**src/rtl/if_fetch_unit_pkg.sv**
```systemverilog
// -----------------------------------------------------------------------------
// if_fetch_unit_pkg
// Shared definitions for the instruction-fetch stage of the 5-stage MIPS
// pipeline: fetch state encoding, prefetch entry layout, NOP encoding and
// default parameters.
// Ports: none (package).
// -----------------------------------------------------------------------------
package if_fetch_unit_pkg;

  // Fetch controller states.
  //   S_ISSUE : normal issue, request gated by FIFO credit
  //   S_BUSY  : request outstanding on the right path, waiting for ready
  //   S_DROP  : request outstanding on a wrong path, result is discarded
  typedef enum logic [1:0] {
    S_ISSUE = 2'd0,
    S_BUSY  = 2'd1,
    S_DROP  = 2'd2
  } fetch_state_e;

  localparam logic [31:0] NOP_INSTR          = 32'h0000_0000;
  localparam logic [31:0] RESET_PC_DEFAULT   = 32'h0000_0000;
  localparam int          FIFO_DEPTH_DEFAULT = 2;

  // One prefetch entry: fetched instruction plus the PC+4 that travels with it.
  typedef struct packed {
    logic [31:0] ir;
    logic [31:0] pc_add;
  } fetch_entry_t;

  // Force an address onto a word boundary.
  function automatic logic [31:0] word_align(input logic [31:0] addr);
    return addr & 32'hFFFF_FFFC;
  endfunction

endpackage

```
**src/rtl/if_fetch_unit_if.sv**
```systemverilog
// -----------------------------------------------------------------------------
// if_fetch_unit_if
// Instruction-memory request bus between the fetch unit and instruction memory.
// A transfer happens on a rising edge where IM_Req & IM_Ready are both high;
// IM_Data is returned in that same cycle.
// Signals:
//   IM_Req   fetch request (fetch unit -> memory)
//   IM_Addr  word address of the fetch, bits [1:0] always 0 (fetch unit -> memory)
//   IM_Ready memory accepts the request this cycle (memory -> fetch unit)
//   IM_Data  instruction word, valid with IM_Req & IM_Ready (memory -> fetch unit)
// Modports: master (fetch unit), slave (instruction memory).
// -----------------------------------------------------------------------------
interface if_fetch_unit_if;
  logic        IM_Req;
  logic [31:0] IM_Addr;
  logic        IM_Ready;
  logic [31:0] IM_Data;

  modport master (
    output IM_Req,
    output IM_Addr,
    input  IM_Ready,
    input  IM_Data
  );

  modport slave (
    input  IM_Req,
    input  IM_Addr,
    output IM_Ready,
    output IM_Data
  );
endinterface

```
**src/rtl/if_fetch_unit_fifo.sv**
```systemverilog
// -----------------------------------------------------------------------------
// fetch_fifo
// Two-entry prefetch FIFO holding {IR, PC+4} pairs. The head is visible
// combinationally from the storage registers so the IF/ID register can sample
// it in the same cycle. A synchronous clear empties the FIFO in one edge.
// Ports:
//   clk        clock
//   srst       synchronous active-high reset
//   clear      synchronous flush (dominates push/pop)
//   push       write push_entry at the tail
//   pop        remove the head entry
//   push_entry entry to write
//   head_entry current head (undefined content when empty)
//   count      number of valid entries (0..2)
//   not_empty  count != 0
// -----------------------------------------------------------------------------
module fetch_fifo
  import if_fetch_unit_pkg::*;
#(
  parameter int DEPTH = FIFO_DEPTH_DEFAULT
) (
  input  logic         clk,
  input  logic         srst,
  input  logic         clear,
  input  logic         push,
  input  logic         pop,
  input  fetch_entry_t push_entry,
  output fetch_entry_t head_entry,
  output logic [1:0]   count,
  output logic         not_empty
);

  localparam logic [1:0] FULL_COUNT = 2'(DEPTH);

  logic [0:0]   wr_ptr_reg;
  logic [0:0]   rd_ptr_reg;
  logic [1:0]   count_reg;
  logic         do_push;
  logic         do_pop;
  fetch_entry_t entry_q [DEPTH];

  // Pop only real data; push only with room, where a same-edge pop makes room.
  assign do_pop  = pop & (count_reg != 2'd0) & ~clear;
  assign do_push = push & ~clear & ((count_reg != FULL_COUNT) | do_pop);

  // One storage register per slot; the write pointer selects which one loads.
  genvar gi;
  generate
    for (gi = 0; gi < DEPTH; gi++) begin : g_slot
      localparam logic [0:0] SLOT = 1'(gi);
      fetch_entry_t data_reg;

      always_ff @(posedge clk) begin
        if (do_push && (wr_ptr_reg == SLOT)) begin
          data_reg <= push_entry;
        end
      end

      assign entry_q[gi] = data_reg;
    end
  endgenerate

  always_ff @(posedge clk) begin
    if (srst || clear) begin
      wr_ptr_reg <= '0;
      rd_ptr_reg <= '0;
      count_reg  <= 2'd0;
    end else begin
      if (do_push) begin
        wr_ptr_reg <= wr_ptr_reg + 1'b1;
      end
      if (do_pop) begin
        rd_ptr_reg <= rd_ptr_reg + 1'b1;
      end
      case ({do_push, do_pop})
        2'b10:   count_reg <= count_reg + 2'd1;
        2'b01:   count_reg <= count_reg - 2'd1;
        default: count_reg <= count_reg;
      endcase
    end
  end

  assign head_entry = entry_q[rd_ptr_reg];
  assign count      = count_reg;
  assign not_empty  = (count_reg != 2'd0);

endmodule

```
**src/rtl/if_fetch_unit.sv**
```systemverilog
// -----------------------------------------------------------------------------
// if_fetch_unit
// Instruction-fetch stage. Owns the PC, issues word fetches to instruction
// memory, buffers returned words in a 2-entry prefetch FIFO and presents the
// head to the IF/ID register. Redirects flush the FIFO and discard any
// wrong-path fetch still in flight.
// Ports:
//   Clk          clock, rising edge
//   Reset        synchronous active-high reset
//   stall        hazard stall; when low the presented head is consumed
//   Redirect     taken branch / jump pulse
//   Redirect_PC  redirect target (bits [1:0] ignored)
//   im_bus       instruction-memory request bus (master side)
//   PC_Add       PC+4 of the presented instruction, 0 when empty
//   IR_out       presented instruction, NOP when empty
//   IF_Valid     FIFO non-empty
// -----------------------------------------------------------------------------
module if_fetch_unit
  import if_fetch_unit_pkg::*;
#(
  parameter logic [31:0] RESET_PC   = RESET_PC_DEFAULT,
  parameter int          FIFO_DEPTH = FIFO_DEPTH_DEFAULT
) (
  input  logic                  Clk,
  input  logic                  Reset,
  input  logic                  stall,
  input  logic                  Redirect,
  input  logic [31:0]           Redirect_PC,
  if_fetch_unit_if.master       im_bus,
  output logic [31:0]           PC_Add,
  output logic [31:0]           IR_out,
  output logic                  IF_Valid
);

  localparam logic [31:0] RESET_PC_ALIGNED = word_align(RESET_PC);

  fetch_state_e state_reg, state_next;
  logic [31:0]  pc_reg, pc_next;
  logic [31:0]  drop_addr_reg, drop_addr_next;

  logic         req;
  logic [31:0]  addr;
  logic         xfer;
  logic [31:0]  pc_plus4;

  logic         fifo_push;
  logic         fifo_pop;
  logic         fifo_clear;
  logic [1:0]   fifo_count;
  logic         fifo_valid;
  fetch_entry_t fifo_head;
  fetch_entry_t push_entry;

  // ---------------------------------------------------------------------------
  // Request decode: only state, count and PC/Drop_Addr registers feed the bus,
  // so stall and Redirect never reach IM_Req/IM_Addr combinationally.
  // ---------------------------------------------------------------------------
  always_comb begin
    req = 1'b0;
    case (state_reg)
      S_ISSUE: req = (fifo_count <= 2'd1);  // credit: room for one more word
      S_BUSY:  req = 1'b1;
      S_DROP:  req = 1'b1;
      default: req = 1'b0;
    endcase
    // Reset withdraws any request immediately.
    if (Reset) begin
      req = 1'b0;
    end
  end

  assign addr     = (state_reg == S_DROP) ? drop_addr_reg : pc_reg;
  assign xfer     = req & im_bus.IM_Ready;
  assign pc_plus4 = pc_reg + 32'd4;

  assign im_bus.IM_Req  = req;
  assign im_bus.IM_Addr = addr;

  assign push_entry = '{ir: im_bus.IM_Data, pc_add: pc_plus4};

  // ---------------------------------------------------------------------------
  // Next-state / datapath control
  // ---------------------------------------------------------------------------
  always_comb begin
    state_next     = state_reg;
    pc_next        = pc_reg;
    drop_addr_next = drop_addr_reg;
    fifo_push      = 1'b0;
    fifo_pop       = 1'b0;
    fifo_clear     = 1'b0;

    if (Redirect) begin
      // Redirect overrides push, pop and stall: flush and retarget.
      fifo_clear = 1'b1;
      pc_next    = word_align(Redirect_PC);
      case (state_reg)
        S_BUSY: begin
          if (xfer) begin
            state_next = S_ISSUE;
          end else begin
            // The pending wrong-path request must still complete; remember it.
            drop_addr_next = pc_reg;
            state_next     = S_DROP;
          end
        end
        S_DROP: begin
          // Drop_Addr stays; only the target PC moves.
          state_next = xfer ? S_ISSUE : S_DROP;
        end
        default: begin
          state_next = S_ISSUE;
        end
      endcase
    end else begin
      fifo_pop = ~stall & fifo_valid;
      case (state_reg)
        S_ISSUE: begin
          if (xfer) begin
            fifo_push = 1'b1;
            pc_next   = pc_plus4;
          end else if (req) begin
            state_next = S_BUSY;
          end
        end
        S_BUSY: begin
          if (xfer) begin
            fifo_push  = 1'b1;
            pc_next    = pc_plus4;
            state_next = S_ISSUE;
          end
        end
        S_DROP: begin
          if (xfer) begin
            state_next = S_ISSUE;
          end
        end
        default: begin
          state_next = S_ISSUE;
        end
      endcase
    end
  end

  always_ff @(posedge Clk) begin
    if (Reset) begin
      state_reg     <= S_ISSUE;
      pc_reg        <= RESET_PC_ALIGNED;
      drop_addr_reg <= 32'h0;
    end else begin
      state_reg     <= state_next;
      pc_reg        <= pc_next;
      drop_addr_reg <= drop_addr_next;
    end
  end

  // ---------------------------------------------------------------------------
  // Prefetch FIFO
  // ---------------------------------------------------------------------------
  fetch_fifo #(
    .DEPTH (FIFO_DEPTH)
  ) u_fetch_fifo (
    .clk        (Clk),
    .srst       (Reset),
    .clear      (fifo_clear),
    .push       (fifo_push),
    .pop        (fifo_pop),
    .push_entry (push_entry),
    .head_entry (fifo_head),
    .count      (fifo_count),
    .not_empty  (fifo_valid)
  );

  // Presented instruction: NOP and zero PC+4 when empty or in reset.
  assign IF_Valid = fifo_valid & ~Reset;
  assign IR_out   = IF_Valid ? fifo_head.ir     : NOP_INSTR;
  assign PC_Add   = IF_Valid ? fifo_head.pc_add : 32'h0;

endmodule

```
**src/flat_wrapper.sv**
```systemverilog
// flat-port wrapper written by rule: the top's interface ports become plain ports
module if_fetch_unit_flat import if_fetch_unit_pkg::*;
#(
  parameter logic [31:0] RESET_PC   = RESET_PC_DEFAULT,
  parameter int          FIFO_DEPTH = FIFO_DEPTH_DEFAULT
)
  (Clk, Reset, stall, Redirect, Redirect_PC, PC_Add, IR_out, IF_Valid, im_bus_IM_Req, im_bus_IM_Addr, im_bus_IM_Ready, im_bus_IM_Data);
  if_fetch_unit_if im_bus_i ();
  input  logic Clk;
  input  logic Reset;
  input  logic stall;
  input  logic Redirect;
  input  logic [31:0] Redirect_PC;
  output logic [31:0] PC_Add;
  output logic [31:0] IR_out;
  output logic IF_Valid;
  output wire logic [$bits(im_bus_i.IM_Req)-1:0] im_bus_IM_Req;
  output wire logic [$bits(im_bus_i.IM_Addr)-1:0] im_bus_IM_Addr;
  input wire logic [$bits(im_bus_i.IM_Ready)-1:0] im_bus_IM_Ready;
  input wire logic [$bits(im_bus_i.IM_Data)-1:0] im_bus_IM_Data;
  assign im_bus_IM_Req = im_bus_i.IM_Req;
  assign im_bus_IM_Addr = im_bus_i.IM_Addr;
  assign im_bus_i.IM_Ready = im_bus_IM_Ready;
  assign im_bus_i.IM_Data = im_bus_IM_Data;
  if_fetch_unit #(.RESET_PC(RESET_PC), .FIFO_DEPTH(FIFO_DEPTH)) u_core (.Clk(Clk), .Reset(Reset), .stall(stall), .Redirect(Redirect), .Redirect_PC(Redirect_PC), .im_bus(im_bus_i), .PC_Add(PC_Add), .IR_out(IR_out), .IF_Valid(IF_Valid));
endmodule
```
**config.mk**
```make
export PLATFORM = sky130hd
export DESIGN_NAME = if_fetch_unit_flat
export DESIGN_NICKNAME = d
export VERILOG_FILES = /design/src/rtl/if_fetch_unit_pkg.sv /design/src/rtl/if_fetch_unit_if.sv /design/src/rtl/if_fetch_unit_fifo.sv /design/src/rtl/if_fetch_unit.sv /design/src/flat_wrapper.sv
export SDC_FILE = /design/constraint.sdc
export NUM_CORES = 1
export LEC_CHECK = 0
export CAP_MARGIN = 20
export CORE_MARGIN = 8
export CORE_UTILIZATION = 35
export CTS_BUF_LIST = sky130_fd_sc_hd__clkbuf_8
export DETAILED_ROUTE_END_ITERATION = 8
export SYNTH_ARGS = -nofsm -noshare
export SYNTH_HDL_FRONTEND = slang
export SYNTH_SLANG_ARGS = --single-unit
```
**constraint.sdc**
```tcl
create_clock -name Clk -period 12.6 [get_ports Clk]
set_clock_uncertainty 0.15 [all_clocks]
set_input_delay 2.52 -clock Clk [delete_from_list [all_inputs] [get_ports Clk]]
set_output_delay 2.52 -clock Clk [all_outputs]
set_load 0.03 [all_outputs]
```
==> metrics, run 1 <==
Synth cell types=57; area occupied by multi-input gates=3410 um2; worst min path class=reg -> reg; met1 Track Usage GR=0.194; peak supply drop=54.5 uV; top post-synthesis cells by area=edfxtp_1 (42%), dfxtp_1 (15%), mux2i_1 (11%); Wirelength per Cell=17.9 um; post-DP HPWL=14700 um; fin crit share=0.590; Via Count=5919; slowest CP cell=clkdlybuf4s50_1; fraction of layout cells with a size suffix above 1=0.102; slew margin rel.=0.223; sequential cell area fraction in the yosys report=0.570; initial antenna violation count=0; Max Cap Viol=0; Yosys warnings=0; final non-filler cell total=1218; status=finished, final reports clean; Crit Path Max Fanout=66; setup bufs post-CTS=0; Final TNS setup=0 ps; mapped cell area=8850 um2; final core occ=0.437; largest net degree at the start of global routing=67; number of synthesized flops with an enable pin=124; CP peak stage delay=630 ps; flop2flop setup slack=8630 ps; Internal Power=0.906 mW; First DRT Iteration DRCs=358; cell mode on critical path=buf_4; total wire length=21800 um; Slew Limit Fails=0; CTS Buffer Depth=2; critical path required time=9930 ps; Max Fclk=134 MHz; clk_lat worst skew=460 ps; Die Width=175 um; # resized after CTS=0; largest area contributor in the netlist=edfxtp_1; total global routing overflow=0; vias per cell=4.86; Hold Buf Count CTS=0; post-route ant nets=0; post-placement cell count=1186; Logic pwr share=0.141; sw frac=0.283; Synth Register Bits=190; Num Clock Sinks=190; RSZ-0062 raised after global routing=no; Final min period=7440 ps; count leader, synth=nor2_1; top cell type's share of synthesized area=0.421; Post-synth top cells=nor2_1 (140), edfxtp_1 (124), mux2i_1 (93), dfxtp_1 (66), xnor2_1 (37); crit path kind=in -> out; Root Driver=clkbuf_8; boundary pin count=167; H-tree levels=4; Slew @ Worst Pin=1160 ps; Total Power=1.26 mW; met2 Resource Use GR=0.223; Initial Utilization=0.353; Die ar.=30600 um2; GRT Util Overall=0.142; Syn Area/Cell=11.8 um2; CP cell instances=buf_2 > buf_4 > or2_2 > buf_4 > nor2_1 > clkdlybuf4s50_1; RD Place Congestion=0.755; Reg area=5050 um2; vias in the first global route=5873; Psw=0.357 mW; Filler cells=2362; worst path arrival time=4770 ps; drt first pass iters=5; grt peak-use layer=met2; Core Footprint=25000 um2; clock share of power=0.303; final hold vios=0; Std-Cell Rows=58; number of flip-flops under the largest register name=124; PwrDens=115 nW/um2; first-pass GRT wire length=33800 um; Cells after Synth=753; ys async rst share=0; Die Y=175 um; Residual DRC=0; top_reg_cell synth=edfxtp_1; PortBufs=160; CTS tree=done; fin nets=952; CTS clk-pin slew, worst paths=100 ps; Diodes inserted=0; Area Overhead vs Synth=23.8%; met3 Track Usage GR=0.0322; Final setup violation count=0; element type at the critical path start=primary input; CP endpoint kind=output pin; total CTS buffers=17; LEAKAGE=3.49 nW; Reg power frac=0.555
==> worst max-delay path: cells and delay by family <==
family,cells,cell delay (ps)
and+or+nand+nor,2,370
buffers and inverters,4,1790
==> cell usage in the layout (no fill, tap or decap), drive strengths merged, types with 2 or more instances in the layout <==
master | synthesis | routed
nand2 | 23 | 23
nand3 | 15 | 15
nand4b | 2 | 2
clkbuf | 39 | 17
xor2 | 18 | 18
o21ai | 6 | 6
nor3 | 9 | 9
nor3b | 2 | 2
and3 | 4 | 4
a311oi | 2 | 2
conb | 1 | 4
or2 | 7 | 7
o21bai | 2 | 2
nand2b | 3 | 3
nand4 | 10 | 10
ha | 8 | 8
buf | 28 | 8
o21a | 2 | 2
nor2 | 140 | 140
clkinv | 0 | 6
nor4 | 19 | 19
inv | 12 | 19
a211oi | 22 | 22
edfxtp | 124 | 124
a21oi | 3 | 3
and4 | 7 | 7
clkinvlp | 0 | 2
dfxtp | 66 | 66
xnor2 | 37 | 37
mux2 | 29 | 29
or3 | 3 | 3
clkdlybuf4s50 | 0 | 159
mux2i | 93 | 93
and2 | 3 | 3
or4 | 2 | 2
==> power by group through the flow <==
stage          clock [mW]  sequential (mW)  combinational (mW)
6_report            0.383            0.702               0.179
5_1_grt             0.418            0.705               0.192
4_1_cts             0.395            0.702               0.181
3_5_place_dp            0            0.716               0.180
3_3_place_gp            0            0.716               0.179
2_1_floorplan           0            0.705               0.118
==> metal layers <==
layer	vias up	wire, um
met5	-	0
met4	0	267
met3	20	1060
met2	173	9920
met1	2807	10500
li1	2919	-
==> metrics by stage <==
step	cell area [um2]	setup slack (ps)	hold WS, ps
2_1_floorplan	8860	4290	304
3_3_place_gp	10600	5070	317
3_5_place_dp	10600	5060	326
4_1_cts	11000	5050	353
5_1_grt	11000	4930	375
6_report	11000	5160	347
==> layout make-up <==
cell class | instances | share of cell area
multi-input cells | 487 | 0.312
repair buffers | 167 | 0.151
clock inverters | 15 | 0.0136
clock buffers | 17 | 0.0214
well taps | 330 | 0.0377
flip-flops and latches | 190 | 0.461
inverters | 12 | 0.00411
==> worst paths after layout <==
kind / start / end / depth (start not counted)
hold / removal: u_core.drop_addr_reg[17]$_SDFFE_PP0P_ / u_core.drop_addr_reg[17]$_SDFFE_PP0P_ / 2
hold reg to reg: u_core.drop_addr_reg[17]$_SDFFE_PP0P_ / u_core.drop_addr_reg[17]$_SDFFE_PP0P_ / 2
setup / recovery: Reset / IR_out[8] / 6
setup reg to reg: u_core.state_reg[1]$_SDFFE_PP0P_ / u_core.u_fetch_fifo.entry_q[36]$_DFFE_PP_ / 8
==> kinds of logic (layout without fill, tap and decap cells) <==
logic type,after synthesis,count (layout),synth area share
fa+ha+maj,8,8,0.0113
compound gates,47,47,0.0385
buf+inv,79,211,0.0462
simple gates,251,251,0.137
flops,190,190,0.570
xor+xnor,55,55,0.0544
mux,122,122,0.142
other cells,1,4,0.000424
No activity file was read; power rests on OpenSTA's default activity.
==> run 2, diff against run 1 <==
clock period = 6.6 ns   (was 12.6 ns; I/O delays follow)
==> run 2 against run 1 <==
Sequential share of layout area shrank 0.12 points. Non-clock buffer count grew 1. Worst setup slack lost 3200 ps.
==> metrics, run 2 (synthesis results as in run 1) <==
status=finished, final reports clean; Residual DRC=0; Filler cells=2391; CTS Buffer Depth=2; Core Footprint=25000 um2; worst-case reg-to-reg path depth=8; Std-Cell Rows=58; number of flip-flops under the largest register name=124; CP endpoint kind=output pin; Psw=0.691 mW; Internal Power=1.73 mW; Diodes inserted=0; CTS tree=done; Worst Hold Endpoint=u_core.drop_addr_reg[29]$_SDFFE_PP0P_; Num Clock Sinks=190; Reg power frac=0.553; largest net degree at the start of global routing=66; slew margin rel.=0.280; worst min path class=reg -> reg; Root Driver=clkbuf_8; crit path launch=Reset; Crit Path Max Fanout=49; commonest non-fill, non-tap cells in the layout=clkdlybuf4s50_1 (159), nor2_1 (140), edfxtp_1 (124); drt first pass iters=5; initial antenna violation count=0; RD Place Congestion=0.772; met1 Track Usage GR=0.195; Max Cap Viol=0; vias in the first global route=5982; Die Y=175 um; fraction of layout cells with a size suffix above 1=0.102; first-pass GRT wire length=34600 um; Slew @ Worst Pin=1080 ps; FF-to-FF End=u_core.u_fetch_fifo.entry_q[28]$_DFFE_PP_; setup ws final=1960 ps; Slew Limit Fails=0; Via Count=5944; boundary pin count=167; CTS clk-pin slew, worst paths=90 ps; Die ar.=30600 um2; fin crit share=0.704; Initial Utilization=0.353; final hold vios=0; total CTS buffers=17; Final TNS setup=0 ps; fin nets=953; Die Width=175 um; total global routing overflow=0; Logic pwr share=0.142; worst slack, placed=1840 ps; met3 Track Usage GR=0.0300; peak supply drop=94.7 uV; PortBufs=160; crit path kind=in -> out; GRT Util Overall=0.144; post-route ant nets=0; Final min period=4640 ps; post-DP HPWL=15300 um; vias per cell=4.88; grt peak-use layer=met2; Area Overhead vs Synth=24.1%; RSZ-0062 raised after global routing=no; Max Fclk=215 MHz; Hold Crit Start=u_core.drop_addr_reg[29]$_SDFFE_PP0P_; H-tree levels=4; Final setup violation count=0; First DRT Iteration DRCs=356; Fin Hold WS=349 ps; Worst Hold Path Cells=2; worst path arrival time=3170 ps; clock share of power=0.306; Wirelength per Cell=18.1 um; Hold Buf Count CTS=0; LEAKAGE=3.51 nW; clk_lat worst skew=460 ps; total wire length=22100 um; flop2flop setup slack=2850 ps; PwrDens=221 nW/um2; sw frac=0.285; Total Power=2.43 mW; critical path required time=5130 ps; r2r startpoint=u_core.state_reg[1]$_SDFFE_PP0P_; element type at the critical path start=primary input; met2 Resource Use GR=0.231; setup bufs post-CTS=0; # resized after CTS=0; commonest non-fill, non-tap cell in the layout=clkdlybuf4s50_1
==> run 2: cell count changes in the layout (fill, tap and decap cells not counted), sizes merged <==
cell | previous run | this run
clkinvlp | 2 | 1
buf | 8 | 9
clkinv | 6 | 5
inv | 19 | 21
==> run 2: worst max-delay path, cell delays in order <==
cell and delay (ps):
buf_2 100, or2_2 410, buf_4 340, nor2_1 260, clkdlybuf4s50_1 720
==> run 2: area by class of cell <==
class	instances	area (um2)	share of cell area
Timing Repair Buffer	168	1670	0.152
Sequential cell	190	5050	0.460
Clock buffer	17	234	0.0213
Multi-Input combinational cell	487	3420	0.311
Tap cell	330	413	0.0376
Clock inverter	15	148	0.0134
Inverter	12	45.0	0.00410
==> run 2: power by group through the flow <==
stage	Combinational, mW	Clock [mW]	Sequential (mW)
after global routing	0.369	0.808	1.35
after global placement	0.343	0	1.37
after detailed placement	0.346	0	1.37
final	0.343	0.741	1.34
after CTS	0.348	0.768	1.34
after floorplan	0.225	0	1.35
==> run 2: metrics by stage <==
| step | utilization | cells | area (um2) |
|---|---|---|---|
| 2_1_floorplan | - | 756 | 8860 |
| 3_3_place_gp | 0.423 | 1186 | 10600 |
| 3_5_place_dp | 0.423 | 1186 | 10600 |
| 4_1_cts | 0.438 | 1218 | 11000 |
| 5_1_grt | 0.439 | 1219 | 11000 |
| 6_report | 0.439 | 1219 | 11000 |
==> run 2: worst max path at each step <==
stage | slack [ps] | end
floorplan | 1700 | u_core.u_fetch_fifo.entry_q[100]$_DFFE_PP_
global placement | 1840 | u_core.u_fetch_fifo.entry_q[17]$_DFFE_PP_
detailed placement | 1840 | u_core.u_fetch_fifo.entry_q[19]$_DFFE_PP_
CTS | 1930 | PC_Add[11]
global route | 1830 | PC_Add[11]
finish | 1960 | PC_Add[11]
==> run 2: per-layer routing <==
layer | wire (um) | vias up
met5 | 0 | -
li1 | - | 2924
met2 | 10200 | 168
met1 | 10600 | 2837
met4 | 188 | 0
met3 | 1140 | 15
